### src/rtl/cu_pkg.sv
// Shared types for the instruction-sequencing controller: state codes,
// opcodes and ALU function selects.
package cu_pkg;

    typedef enum logic [3:0] {
        S_INIT   = 4'd0,
        S_FETCH  = 4'd1,
        S_DECODE = 4'd2,
        S_NOOP   = 4'd3,
        S_LOADA  = 4'd4,
        S_LOADB  = 4'd5,
        S_STORE  = 4'd6,
        S_ADD    = 4'd7,
        S_SUB    = 4'd8,
        S_HALT   = 4'd9
    } state_t;

    typedef enum logic [3:0] {
        OP_NOOP  = 4'h0,
        OP_STORE = 4'h1,
        OP_LOAD  = 4'h2,
        OP_ADD   = 4'h3,
        OP_SUB   = 4'h4,
        OP_HALT  = 4'h5
    } opcode_t;

    localparam logic [2:0] ALU_ZERO = 3'b000;
    localparam logic [2:0] ALU_ADD  = 3'b001;
    localparam logic [2:0] ALU_SUB  = 3'b010;

endpackage

### src/rtl/instruction_register.sv
// Instruction register: asynchronous clear, loads D on the clock edge when Ld is high.
module instruction_register #(
    parameter int IW = 16
) (
    input  logic          Clk,
    input  logic          ClrN,
    input  logic          Ld,
    input  logic [IW-1:0] D,
    output logic [IW-1:0] Q
);

    always_ff @(posedge Clk or negedge ClrN) begin
        if (!ClrN)
            Q <= '0;
        else if (Ld)
            Q <= D;
    end

endmodule

### src/rtl/control_unit.sv
// Instruction-sequencing FSM: fetches into the IR, decodes and drives memory/RF/ALU controls.
// Build option CU_ILLEGAL_TRAP_EN: illegal opcodes trap to Halt and set the Illegal flag.
//
// state  | meaning
// Init   | PC cleared, waiting one cycle after reset
// Fetch  | IR loads Instr, PC increments
// Decode | branch on IR opcode
// Noop   | no operation
// LoadA  | data RAM read in flight
// LoadB  | RAM data written into register file
// Store  | register Ra written to data RAM
// Add    | Rd = Ra + Rb
// Sub    | Rd = Ra - Rb
// Halt   | stuck until reset
module control_unit
    import cu_pkg::*;
#(
    parameter int IW  = 16,
    parameter int DAW = 8,
    parameter int RAW = 4
) (
    input  logic           Clk,
    input  logic           ClrN,
    input  logic [IW-1:0]  Instr,
    output logic           PC_clr,
    output logic           PC_up,
    output logic           IR_ld,
    output logic [DAW-1:0] D_addr,
    output logic           D_wr,
    output logic           RF_s,
    output logic [RAW-1:0] RF_W_addr,
    output logic           RF_W_en,
    output logic [RAW-1:0] RF_Ra_addr,
    output logic [RAW-1:0] RF_Rb_addr,
    output logic [2:0]     ALU_s0,
`ifdef CU_ILLEGAL_TRAP_EN
    output logic           Illegal,
`endif
    output logic [3:0]     CurState
);

    state_t        state_q;
    state_t        state_d;
    logic [IW-1:0] ir_q;
    logic [3:0]    opcode;

    assign opcode   = ir_q[15:12];
    assign CurState = state_q;

    instruction_register #(.IW(IW)) u_ir (
        .Clk  (Clk),
        .ClrN (ClrN),
        .Ld   (IR_ld),
        .D    (Instr),
        .Q    (ir_q)
    );

    always_ff @(posedge Clk or negedge ClrN) begin
        if (!ClrN)
            state_q <= S_INIT;
        else
            state_q <= state_d;
    end

    always_comb begin
        state_d = state_q;
        case (state_q)
            S_INIT:   state_d = S_FETCH;
            S_FETCH:  state_d = S_DECODE;
            S_DECODE: begin
                case (opcode)
                    OP_NOOP:  state_d = S_NOOP;
                    OP_STORE: state_d = S_STORE;
                    OP_LOAD:  state_d = S_LOADA;
                    OP_ADD:   state_d = S_ADD;
                    OP_SUB:   state_d = S_SUB;
                    OP_HALT:  state_d = S_HALT;
`ifdef CU_ILLEGAL_TRAP_EN
                    default:  state_d = S_HALT;
`else
                    default:  state_d = S_NOOP;
`endif
                endcase
            end
            S_LOADA:  state_d = S_LOADB;
            S_HALT:   state_d = S_HALT;
            default:  state_d = S_FETCH;
        endcase
    end

    always_comb begin
        PC_clr     = 1'b0;
        PC_up      = 1'b0;
        IR_ld      = 1'b0;
        D_addr     = '0;
        D_wr       = 1'b0;
        RF_s       = 1'b0;
        RF_W_addr  = '0;
        RF_W_en    = 1'b0;
        RF_Ra_addr = '0;
        RF_Rb_addr = '0;
        ALU_s0     = ALU_ZERO;
        case (state_q)
            S_INIT:  PC_clr = 1'b1;
            S_FETCH: begin
                IR_ld = 1'b1;
                PC_up = 1'b1;
            end
            S_LOADA, S_LOADB: begin
                D_addr    = ir_q[11:4];
                RF_s      = 1'b1;
                RF_W_addr = ir_q[3:0];
                RF_W_en   = (state_q == S_LOADB);
            end
            S_STORE: begin
                D_addr     = ir_q[7:0];
                RF_Ra_addr = ir_q[11:8];
                D_wr       = 1'b1;
            end
            S_ADD, S_SUB: begin
                RF_Ra_addr = ir_q[11:8];
                RF_Rb_addr = ir_q[7:4];
                RF_W_addr  = ir_q[3:0];
                RF_W_en    = 1'b1;
                ALU_s0     = (state_q == S_ADD) ? ALU_ADD : ALU_SUB;
            end
            default: ;
        endcase
    end

`ifdef CU_ILLEGAL_TRAP_EN
    // Sticky flag: only reset clears it, so the trap cause survives in Halt.
    always_ff @(posedge Clk or negedge ClrN) begin
        if (!ClrN)
            Illegal <= 1'b0;
        else if (state_q == S_DECODE && opcode > OP_HALT)
            Illegal <= 1'b1;
    end
`endif

endmodule

### config.mk
export PLATFORM = sky130hd
export DESIGN_NAME = control_unit
export DESIGN_NICKNAME = d
export VERILOG_FILES = /design/src/rtl/cu_pkg.sv /design/src/rtl/instruction_register.sv /design/src/rtl/control_unit.sv
export SDC_FILE = /design/constraint.sdc
export NUM_CORES = 1
export LEC_CHECK = 0
export CAP_MARGIN = 20
export CORE_MARGIN = 2
export CORE_UTILIZATION = 45
export DETAILED_ROUTE_END_ITERATION = 10
export HOLD_SLACK_MARGIN = 0.15
export PLACE_DENSITY = 0.93
export SLEW_MARGIN = 40
export SYNTH_ARGS = -nofsm -noshare
export SYNTH_HDL_FRONTEND = slang
export SYNTH_SLANG_ARGS = --single-unit
### constraint.sdc
create_clock -name Clk -period 2.37 [get_ports Clk]
set_input_delay 0.474 -clock Clk [delete_from_list [all_inputs] [get_ports Clk]]
set_output_delay 0.474 -clock Clk [all_outputs]
set_load 0.02 [all_outputs]
==> metrics.md <==
| Metric | Value |
|---|---|
| Routability Congestion | `around 0.8` |
| Htree depth | `1` |
| Number of sinks driven by the clock tree | `20` |
| Final setup violation count | `0` |
| Arrival time at the worst endpoint | `1840 ps` |
| Final hold violations | `0` |
| Portion of the post-synthesis area used by sequential elements | `42.6%` |
| Top Metal Used | `met4` |
| Layout Nets | `around 170` |
| Proportion of power drawn by flip-flops and latches | `a little over a third` |
| Post-place setup slack | `100 ps` |
| Clock latency reported for the late side of the worst-skew pair | `approximately 320 ps` |
| Clock tree from TritonCTS | `built` |
| Worst clock skew on the final layout | `around 9.3 ps` |
| Final Cycle Share | `around 97%` |
| Inserted Diodes | `0` |
| Count of different cell masters after synthesis | `33` |
| Areal power density over the cells | `1200 nW/um2` |
| Async set or reset register ratio after synthesis | `100%` |
| Final Hold Slack | `about 470 ps` |
| Number of iterations in the first detailed-routing pass | `4` |
| Setup Total Neg Slack | `0 ps` |
| Critical setup path kind | `flop to output port` |
| Starting utilization of the core area | `about 47%` |
| Final core occ | `a little over two thirds` |
| Fraction of layout instances using a drive strength above 1 | `about a third` |
| Antenna violations before repair | `0` |
| Met3 wire length | `148 um` |
| Switching share of power | `around 38%` |
| Number of nets still failing antenna checks after routing | `0` |
| Post-synthesis net count | `~120` |
| Final count of pins violating max slew | `0` |
| Cell with the most instances after synthesis | `dfrtp_1` |
| WL per Instance | `~17 um` |
| DRC violations left | `0` |
| Achievable frequency | `between 400 and 500 MHz` |
| Synth top area share | `42.6%` |
| Total met2 wirelength after detailed routing | `~1.7 mm` |
| PortBufs | `49` |
| Number of global-route vias before repair | `between 900 and 1000` |
| Via count normalized by instance count | `about 5.4` |
| Internal Pwr Total | `around 1300 uW` |
| Count of max-cap constraint violations | `0` |
| Clk root buf | `clkbuf_4` |
| Mean Syn Cell Area | `roughly 12 um2` |
| Die Area | `about 3000 um2` |
| Leakage | `around 0.00084 uW` |
| Pin count of the biggest net entering global routing | `21` |
| Synth Cell Area | `1180 um2` |
| Total track usage | `22.1%` |
| Leading post-synthesis cells by instance count | `20 x dfrtp_1, 9 x mux2_2, 8 x a22o_1, 8 x and2_1, 7 x mux2_4` |
| Number of enable flip-flop cells after synthesis | `0` |
| Result of the run | `complete, no violations` |
| Number of synthesized register bits | `20` |
| Kind of launch point of the worst setup path | `flop` |
| Max Fanout on Critical Path | `4` |
| Filler instances | `190` |
| Leading area contributor after synthesis | `dfrtp_1` |
| Number of vias in the routed layout | `between 900 and 1000` |
| Logic pwr share | `51.2%` |
| Smallest setup slack after layout | `approximately 59 ps` |
| Top FF cell, synth | `dfrtp_1` |
| Number of hold buffers added after CTS | `0` |
| Worst vdd ir | `782 uV` |
| First-pass GRT wire length | `roughly 4.6 mm` |
| Placeable Area | `around 2500 um2` |
| Fin crit period | `approximately 2300 ps` |
| Max Buffers Root-to-Sink | `2` |
| Category of the worst setup path capture point | `output port` |
| Part of the power in the clock network | `13.8%` |
| YS warnings | `0` |
| Overall die height | `55.1 um` |
| P&R area growth vs syn | `48.3%` |
| Cell area reported after detailed placement | `~1700 um2` |
| Routed WL | `3.18 mm` |
| Std cell rows | `18` |
| Synth Instances | `97` |
| Total congestion overflow after global routing | `0` |
| Final instance area | `1740 um2` |
| Number of buffers inserted during clock tree synthesis | `3` |
| Required time at the worst-slack endpoint | `1900 ps` |
| Most area-consuming cells after synthesis | `dfrtp_1 43%, mux2_4 8.9%, mux2_2 8.6%` |
| Half-perimeter wire length of the detailed placement result | `approximately 2.4 mm` |
| Switching component of the power | `around 800 uW` |
| Setup repair after global routing missed its margin | `no` |
| Class of the tightest hold or removal check | `input pin to asynchronous set/reset pin` |
| CTS clk-pin slew, worst paths | `roughly 120 ps` |
| Chip width | `55.1 um` |
| Ports | `between 50 and 60` |
| Routed length on met1 | `about 1.2 mm` |
| DRC marker count from the first detailed-route iteration | `20` |
[per-stage QoR]
step                      total power (uW)  std cells
after floorplan                       1460         97
after global placement                1760        177
after detailed placement              1830        177
after CTS                             2090        182
after global routing                  2210        182
final                                 2090        182
[kinds of logic after synthesis]
logic type	count (synthesis)	synth area share, %
AOI/OAI and AO/OA	17	11.3
xor gates and xnor gates	1	0.745
buffers and inverters	9	6.28
DFF	20	42.6
muxes	16	17.6
other	1	0.319
and+or+nand+nor	33	21.3
[timing repair]
action	in CTS	in global routing
setup buffers	1	0
setup endpoints to repair	27	19
resized for setup	36	22
[sequential cells by signal (all words and copies together), names as in the netlist]
register / cells
CurState: 4
u_ir.Q: 16
[layout by cell type, fill, tap and decap left out, types with 2 or more instances in the layout]
cell | synthesis | routed
clkdlybuf4s50_1 | 0 | 21
dfrtp_1 | 20 | 17
clkdlybuf4s15_1 | 0 | 11
buf_4 | 3 | 11
mux2_2 | 9 | 9
dlygate4sd2_1 | 0 | 9
a22o_1 | 8 | 8
and2_1 | 8 | 8
mux2_4 | 7 | 7
clkbuf_2 | 0 | 7
and3_1 | 5 | 5
dfrtp_2 | 0 | 3
nor4b_1 | 3 | 3
clkbuf_4 | 0 | 3
nand2b_1 | 2 | 2
nor3b_1 | 2 | 2
nor4b_4 | 0 | 2
a21o_1 | 2 | 2
nand3b_1 | 2 | 2
a21oi_1 | 2 | 2
[per-layer routing]
metal	vias to the layer above	global-route usage (%)
met5	-	0
met4	0	8.94
met3	7	4.84
met2	36	40.1
met1	484	25.0
li1	463	-
[cell type report]
type	instances	area, um2	area share, %
multi-input cells	68	621	35.6
repair buffers	60	529	30.3
flip-flops and latches	20	504	28.9
well taps	30	37.5	2.15
clock inverters	1	30.0	1.72
clock buffers	3	22.5	1.29
[worst paths after layout]
path	startpoint	endpoint	slack, ps	cells past startpoint
worst max-delay path	CurState[2]$_DFF_PN0_	RF_Rb_addr[2]	60	5
worst min-delay path	ClrN	u_ir.Q[4]$_DFFE_PN0P_	470	2
worst max register to register	CurState[3]$_DFF_PN0_	u_ir.Q[15]$_DFFE_PN0P_	520	4
worst min register to register	u_ir.Q[9]$_DFFE_PN0P_	u_ir.Q[9]$_DFFE_PN0P_	550	1
max in group asynchronous	ClrN	CurState[0]$_DFF_PN0_	1670	2
min in group Clk	u_ir.Q[9]$_DFFE_PN0P_	u_ir.Q[9]$_DFFE_PN0P_	550	1
[critical path, cell delays in order, from the launching register on]
cell and delay [ps]:
dfrtp_2 450, buf_4 150, nor4b_4 280, a31o_2 190, and2_1 120, dlygate4sd2_1 330
[power by group through the flow]
stage               logic (uW)  registers [uW]  clock network [uW]
CTS                       1070             729                 295
finish                    1070             731                 288
global route              1140             763                 311
floorplan                  793             670                   0
global placement          1050             707                   0
detailed placement        1100             725                   0
Power figures use the tool's default switching activity.
